### src/rtl/tinydfu_boot_ctrl.sv
// Boot controller for a USB DFU bootloader.
// Sequence: hold core in reset, wait for DFU activity or autoboot, drop pull-up, trigger multiboot.
module tinydfu_boot_ctrl #(
  parameter longint unsigned RESET_CYCLES      = 65535,
  parameter longint unsigned BOOT_TIMEOUT      = 60000000,
  parameter longint unsigned DISCONNECT_CYCLES = 12000
) (
  input  logic       clk,
  input  logic       reset,
  input  logic [7:0] dfu_state,
  input  logic       dfu_detach,
  output logic       core_reset,
  output logic       usb_pull_en,
  output logic       boot_req,
  output logic [2:0] ctrl_state,
  output logic       autoboot_armed
);

  localparam longint unsigned Max32 = 64'h0000_0000_FFFF_FFFF;

  // Counter loads saturate at the 32-bit maximum.
  localparam logic [31:0] ResetLoad   = (RESET_CYCLES > Max32) ? 32'hFFFF_FFFF
                                                               : 32'(RESET_CYCLES);
  localparam logic [31:0] TimeoutLoad = (BOOT_TIMEOUT > Max32) ? 32'hFFFF_FFFF
                                                               : 32'(BOOT_TIMEOUT);
  localparam logic [31:0] DiscLoad    = (DISCONNECT_CYCLES > Max32) ? 32'hFFFF_FFFF
                                                                    : 32'(DISCONNECT_CYCLES);
  localparam logic        AutobootEn  = (TimeoutLoad != 32'd0);

  typedef enum logic [2:0] {
    StHold = 3'd0,
    StWait = 3'd1,
    StDfu  = 3'd2,
    StDisc = 3'd3,
    StBoot = 3'd4
  } state_e;

  state_e      state_q, state_d;
  logic [31:0] cnt_q, cnt_d;
  logic        core_reset_d, usb_pull_en_d, boot_req_d, autoboot_armed_d;
  logic        cnt_zero;

  assign cnt_zero   = (cnt_q == 32'd0);
  assign ctrl_state = state_q;

  always_ff @(posedge clk) begin
    if (reset) begin
      state_q        <= StHold;
      cnt_q          <= ResetLoad;
      core_reset     <= 1'b1;
      usb_pull_en    <= 1'b0;
      boot_req       <= 1'b0;
      autoboot_armed <= 1'b0;
    end else begin
      state_q        <= state_d;
      cnt_q          <= cnt_d;
      core_reset     <= core_reset_d;
      usb_pull_en    <= usb_pull_en_d;
      boot_req       <= boot_req_d;
      autoboot_armed <= autoboot_armed_d;
    end
  end

  always_comb begin
    state_d = state_q;
    cnt_d   = cnt_zero ? 32'd0 : cnt_q - 32'd1;
    case (state_q)
      StHold: begin
        if (cnt_zero) begin
          state_d = StWait;
          cnt_d   = TimeoutLoad;
        end
      end
      StWait: begin
        // Detach outranks DFU activity, which in turn cancels a same-cycle timeout.
        if (dfu_detach) begin
          state_d = StDisc;
          cnt_d   = DiscLoad;
        end else if (dfu_state > 8'd2) begin
          state_d = StDfu;
        end else if (cnt_zero && AutobootEn) begin
          state_d = StDisc;
          cnt_d   = DiscLoad;
        end
      end
      StDfu: begin
        if (dfu_detach) begin
          state_d = StDisc;
          cnt_d   = DiscLoad;
        end
      end
      StDisc: begin
        if (cnt_zero) state_d = StBoot;
      end
      StBoot: state_d = StBoot;
      default: begin
        state_d = StHold;
        cnt_d   = ResetLoad;
      end
    endcase
  end

  // Outputs decoded from the next state so they are registered alongside it.
  always_comb begin
    core_reset_d     = 1'b0;
    usb_pull_en_d    = 1'b0;
    boot_req_d       = 1'b0;
    autoboot_armed_d = 1'b0;
    case (state_d)
      StHold: core_reset_d = 1'b1;
      StWait: begin
        usb_pull_en_d    = 1'b1;
        autoboot_armed_d = AutobootEn;
      end
      StDfu:  usb_pull_en_d = 1'b1;
      StDisc: ;
      StBoot: begin
        core_reset_d = 1'b1;
        boot_req_d   = 1'b1;
      end
      default: core_reset_d = 1'b1;
    endcase
  end

endmodule

### config.mk
export PLATFORM = sky130hd
export DESIGN_NAME = tinydfu_boot_ctrl
export DESIGN_NICKNAME = d
export VERILOG_FILES = /design/src/rtl/tinydfu_boot_ctrl.sv
export SDC_FILE = /design/constraint.sdc
export NUM_CORES = 1
export LEC_CHECK = 0
export BUFFER_PORTS_ARGS = -buffer_cell sky130_fd_sc_hd__buf_2
export CORE_MARGIN = 2
export CORE_UTILIZATION = 35
export CTS_CLUSTER_SIZE = 20
export DETAILED_ROUTE_END_ITERATION = 12
export MAX_ROUTING_LAYER = met4
export PLACE_DENSITY_LB_ADDON = 0.1
export SKIP_LAST_GASP = 1
export SLEW_MARGIN = 20
export SYNTH_ARGS = -nofsm -noshare
export SYNTH_HDL_FRONTEND = slang
export SYNTH_SLANG_ARGS = --single-unit
### constraint.sdc
create_clock -name clk -period 3 [get_ports clk]
set_input_delay 0.45 -clock clk [delete_from_list [all_inputs] [get_ports clk]]
set_output_delay 0.45 -clock clk [all_outputs]
set_load 0.005 [all_outputs]
==> flow_summary.json, run 1 <==
{
  "status": "complete, no violations",
  "r2r-start": "cnt_q[15]",
  "coreArea_um2": 5470,
  "area_growth_pct": 14.4,
  "netlist_area_um2": 1980,
  "ys_ff_latch": 39,
  "antenna_found_initial": 0,
  "holdPathEnd": "boot_req",
  "drv_slew": 0,
  "peakVddDrop_mv": 0.183,
  "grt_max_degree": 14,
  "finish.utilization_pct": 41.4,
  "die-width_um": 79.2,
  "tns_ps": 0,
  "dr_total_vias": 1752,
  "ys_seq_area_share_pct": 39.4,
  "end_kind": "flop",
  "reg2reg_depth": 5,
  "crit_type": "flop to flop",
  "hold_class": "input port to flop",
  "start_util_pct": 36.2,
  "detail_route.wl_per_cell_um": 14.5,
  "cp_max_fo": 11,
  "clock_sinks": 39,
  "grt_usage_pct": 16.3,
  "vias_per_cell": 5.42,
  "synthTopCellsByCount": "39 x dfxtp_1, 28 x nor2_1, 18 x xnor2_1, 14 x o21ai_0",
  "die-area_um2": 6280,
  "clock-root-buffer": "clkbuf_8",
  "synth-async-reset-ratio_pct": 0,
  "cts_setup_buffers": 0,
  "setup_viol": 0,
  "fmax_mhz": 419,
  "ys_types": 48,
  "clk_latency_ps": 300,
  "synth_area_leaders": "dfxtp_1 39%, xnor2_1 8.0%, nor2_1 5.3%, nor4_1 4.1%, xor2_1 4.0%",
  "synthesis.nets": 244,
  "routed_wl_um": 4680,
  "drive_gt1_share_pct": 14.7,
  "avgSynthCellArea_um2": 8.57,
  "postCtsHoldBufs": 0,
  "fin_crit_sh_pct": 79.6,
  "yosys_warnings": 0,
  "clock_skew_ps": 12.2,
  "io_pins": 18,
  "grt_pass1_vias": 1609,
  "drt-initial-drc-count": 73,
  "grt-ovfl-total": 0,
  "synthCells": 231,
  "grt_pass1_wl_um": 7710,
  "rrSetupSlack_ps": 610,
  "place.gp.congestion": 0.780,
  "leakagePower_nw": 0.776,
  "antenna_cells": 0,
  "crit_required_ps": 3160,
  "synth_ff_type": "dfxtp_1",
  "fill_cells": 588,
  "cts_buffers": 5,
  "hp-start": "reset",
  "cts_tree": "built",
  "rsz0062_at_grt": "false",
  "yosys.cell_count.top_type": "dfxtp_1",
  "p_per_area_nw_per_um2": 453,
  "drt-pass1-iter-count": 4,
  "multi_input_area_um2": 1150,
  "cts_resized": 0,
  "cts_buffer_depth": 2,
  "max-cap-violations": 0,
  "synth_top_area_share_pct": 39.4,
  "holdPathStages": 2,
  "rows": 27,
  "drc": 0,
  "dpl.hpwl_um": 3370,
  "timing.rr.end": "cnt_q[3]",
  "finalHoldViolations": 0,
  "startpoint_type": "flop",
  "antenna_left": 0,
  "critPathArrivalTime_ps": 2550,
  "yosysTopAreaCell": "dfxtp_1",
  "layout_min_cycle_time_ps": 2390,
  "slew_headroom_pct": 61.5,
  "die_h_um": 79.2,
  "regArea_um2": 781,
  "htree_levels": 2,
  "synth-edff-count": 0,
  "io_buffers": 17,
  "nNetsFinal": 263,
  "tightest_slew_ps": 574,
  "clk_pin_slew_ps": 90
}
-- per-stage QoR --
stage	hold slack, ps	instance area (µm²)	total power [W]	setup slack (ps)	instances
5_1_grt	357	2270	0.00107	257	323
2_1_floorplan	449	1980	0.000558	1020	231
6_report	354	2270	0.00103	611	323
3_3_place_gp	475	2150	0.000575	696	315
4_1_cts	352	2270	0.00104	586	323
3_5_place_dp	475	2150	0.000575	606	315
-- placed cells by master (no fill, tap or decap), types with 5 or more instances in the layout --
cell type	Yosys	layout
nor3_1	13	13
dfxtp_1	39	39
buf_2	3	17
clkbuf_8	0	6
nor4_1	13	13
nor2_1	28	28
o21ai_0	14	14
nand4_1	5	5
xnor2_1	18	18
nand2_1	13	13
a21oi_1	11	11
xor2_1	9	9
nand3_1	5	5
-- state kept, by name (all words and copies together) (netlist names) --
register	cells
cnt_q	32
ctrl_state	3
autoboot_armed	1
boot_req	1
core_reset	1
usb_pull_en	1
-- worst max-delay path by stage --
| stage | slack, ps | cells after the start | to | from |
|---|---|---|---|---|
| 2_1_floorplan | 1020 | 7 | core_reset | cnt_q[14] |
| 3_3_place_gp | 700 | 5 | cnt_q[14] | cnt_q[15] |
| 3_5_place_dp | 610 | 5 | cnt_q[3] | cnt_q[15] |
| 4_1_cts | 590 | 5 | cnt_q[3] | cnt_q[15] |
| 5_1_grt | 260 | 5 | cnt_q[3] | cnt_q[25] |
| 6_report | 610 | 5 | cnt_q[3] | cnt_q[15] |
-- critical path, stage by stage (launching register included) --
cell	delay (ps)
dfxtp_1	360
nor4_2	350
nand3_1	410
nor3_1	560
or2_0	420
o21ai_0	150
-- per-layer routing --
metal / vias up / routed length, µm / track usage [%]
met2: 16 / 2150 / 25.3
met3: 5 / 143 / 4.32
li1: 889 / - / -
met4: 0 / 55 / 5.34
met5: - / 0 / -
met1: 842 / 2330 / 20.7
-- power breakdown --
group | internal, W | switching, W
sequential | 0.000521 | 0.00000330
combinational | 0.0000140 | 0.0000246
clock | 0.000269 | 0.000194
-- cell type report --
type / count / share of cell area [%]
Inverter: 4 / 0.663
Timing Repair Buffer: 21 / 5.08
Clock buffer: 6 / 3.64
Sequential cell: 39 / 34.5
Clock inverter: 2 / 1.55
Multi-Input combinational cell: 179 / 50.6
Tap cell: 72 / 3.98
-- cell families after synthesis --
family	share of synthesized area, %
mux	0.505
flops	39.4
xor+xnor	11.9
fa+ha+maj	1.26
simple gates	30.4
compound gates	13.8
buf+inv	2.65
Power figures use the tool's default switching activity.
==> run 2, diff against run 1 <==
Clock period 3 ns to 2.05 ns, I/O delays scaled along.
==> flow_summary.json, run 2 (synthesis results as in run 1) <==
{
  "finalHoldViolations": 0,
  "dr_total_vias": 1854,
  "hold_class": "input port to flop",
  "area_growth_pct": 31.3,
  "largest-register": "cnt_q",
  "largest_reg_flops": 32,
  "p_per_area_nw_per_um2": 611,
  "clock-root-buffer": "clkbuf_8",
  "fmax_mhz": 505,
  "dr.max_layer_used": "met4",
  "end_kind": "flop",
  "peakVddDrop_mv": 0.456,
  "dp_cells": 345,
  "die-width_um": 79.2,
  "place.gp.congestion": 0.795,
  "critPathArrivalTime_ps": 2190,
  "cp.buffers_inverters": 0,
  "slew_headroom_pct": 68.5,
  "r2r-start": "cnt_q[11]",
  "drc": 0,
  "max-cap-violations": 0,
  "finish.utilization_pct": 47.5,
  "status": "complete, no violations",
  "final_cell_area_um2": 2600,
  "grt_pass1_wl_um": 8600,
  "clock_skew_ps": 8.43,
  "dpl-instance-area_um2": 2370,
  "routed_wl_um": 5090,
  "wl_met3_um": 189,
  "mostFrequentLayoutCell": "dfxtp_1",
  "max_stage_delay_ps": 590,
  "antenna_found_initial": 0,
  "rows": 27,
  "io_buffers": 17,
  "setup_ws_ps": 69.1,
  "critPathSlowestCell": "or4_1",
  "reg2reg_depth": 5,
  "die-area_um2": 6280,
  "cp_max_fo": 5,
  "clk_pin_slew_ps": 80,
  "crit_required_ps": 2260,
  "cts_buffers": 5,
  "met2WireLength_um": 2390,
  "grt_max_degree": 14,
  "holdPathStages": 2,
  "startpoint_type": "flop",
  "cts_buffer_depth": 2,
  "drv_slew": 0,
  "nNetsFinal": 295,
  "setup_viol": 0,
  "crit_chain": "nor3_1, nand4_1, or4_1, o2111a_1, nor4_2",
  "preCtsSetupSlack_ps": -27.2,
  "grt-ovfl-total": 0,
  "rrSetupSlack_ps": 70,
  "crit_type": "flop to flop",
  "grt_pass1_vias": 1792,
  "start_util_pct": 36.2,
  "dpl.hpwl_um": 3690,
  "vias_per_cell": 5.22,
  "drt-initial-drc-count": 87,
  "fin_crit_sh_pct": 96.6,
  "clk_latency_ps": 290,
  "grt_usage_pct": 17.8,
  "antenna_left": 0,
  "leakagePower_nw": 0.946,
  "final_cells": 355,
  "drt-pass1-iter-count": 4,
  "rsz0062_at_grt": "true",
  "detail_route.wl_per_cell_um": 14.3,
  "tightest_slew_ps": 471,
  "final_cell_mix": "39 x dfxtp_1, 36 x buf_4, 28 x nor2_1",
  "layout_min_cycle_time_ps": 1980,
  "cts_tree": "built",
  "die_h_um": 79.2,
  "antenna_cells": 0,
  "io_pins": 18,
  "drive_gt1_share_pct": 26.9,
  "timing.rr.end": "autoboot_armed",
  "coreArea_um2": 5470,
  "hp-start": "reset",
  "clock_sinks": 39,
  "path_delay_family": "simple AND/OR/NAND/NOR gates",
  "htree_levels": 2,
  "wl_met1_um": 2450,
  "holdPathEnd": "boot_req"
}
## run 2: cell types whose count changed in the layout (fill, tap and decap cells not counted), sizes merged
cell / change
buf: +32
clkinv: -1
bufinv: +1
## run 2: timing repair
item                                    CTS  global route
buffers inserted                          0             2
pin swaps                                 0             4
endpoints found under the setup margin    5            16
resized for setup                         1            11
hold buffers                              0             0
## run 2: worst max-delay path by stage
stage | slack, ps | end | start | cells after the start
global placement | 20 | autoboot_armed | cnt_q[25] | 6
detailed placement | -30 | autoboot_armed | cnt_q[21] | 5
CTS | 2 | autoboot_armed | cnt_q[25] | 6
finish | 70 | autoboot_armed | cnt_q[11] | 5
global route | -30 | cnt_q[27] | cnt_q[15] | 6
floorplan | 70 | core_reset | cnt_q[14] | 7
## run 2: final cells by class
| class | instances | area [µm²] |
|---|---|---|
| fillers | 562 | 2870 |
| repair buffers | 53 | 355 |
| clock inverters | 2 | 60.1 |
| well taps | 72 | 90.1 |
| flip-flops and latches | 39 | 781 |
| inverters | 4 | 15.0 |
| clock buffers | 6 | 72.6 |
| multi-input cells | 179 | 1230 |
## run 2: metal layers
| layer | vias to the layer above | global-route usage [%] |
|---|---|---|
| met5 | - | - |
| met4 | 0 | 5.34 |
| met3 | 7 | 3.75 |
| met2 | 29 | 27.5 |
| met1 | 871 | 23.7 |
| li1 | 947 | - |
## run 2: through the flow
stage / hold WS (ps) / power (W) / TNS [ps]
3_3_place_gp: 468 / 0.000848 / 0
4_1_cts: 215 / 0.00161 / 0
5_1_grt: 217 / 0.00166 / -147
2_1_floorplan: 380 / 0.000816 / 0
6_report: 218 / 0.00159 / 0
3_5_place_dp: 474 / 0.000848 / -34.8
## run 2: power by group
group          switching, W  internal, W  leakage (nW)
sequential       0.00000318     0.000762         0.315
combinational     0.0000406    0.0000271         0.566
clock              0.000268     0.000487        0.0654
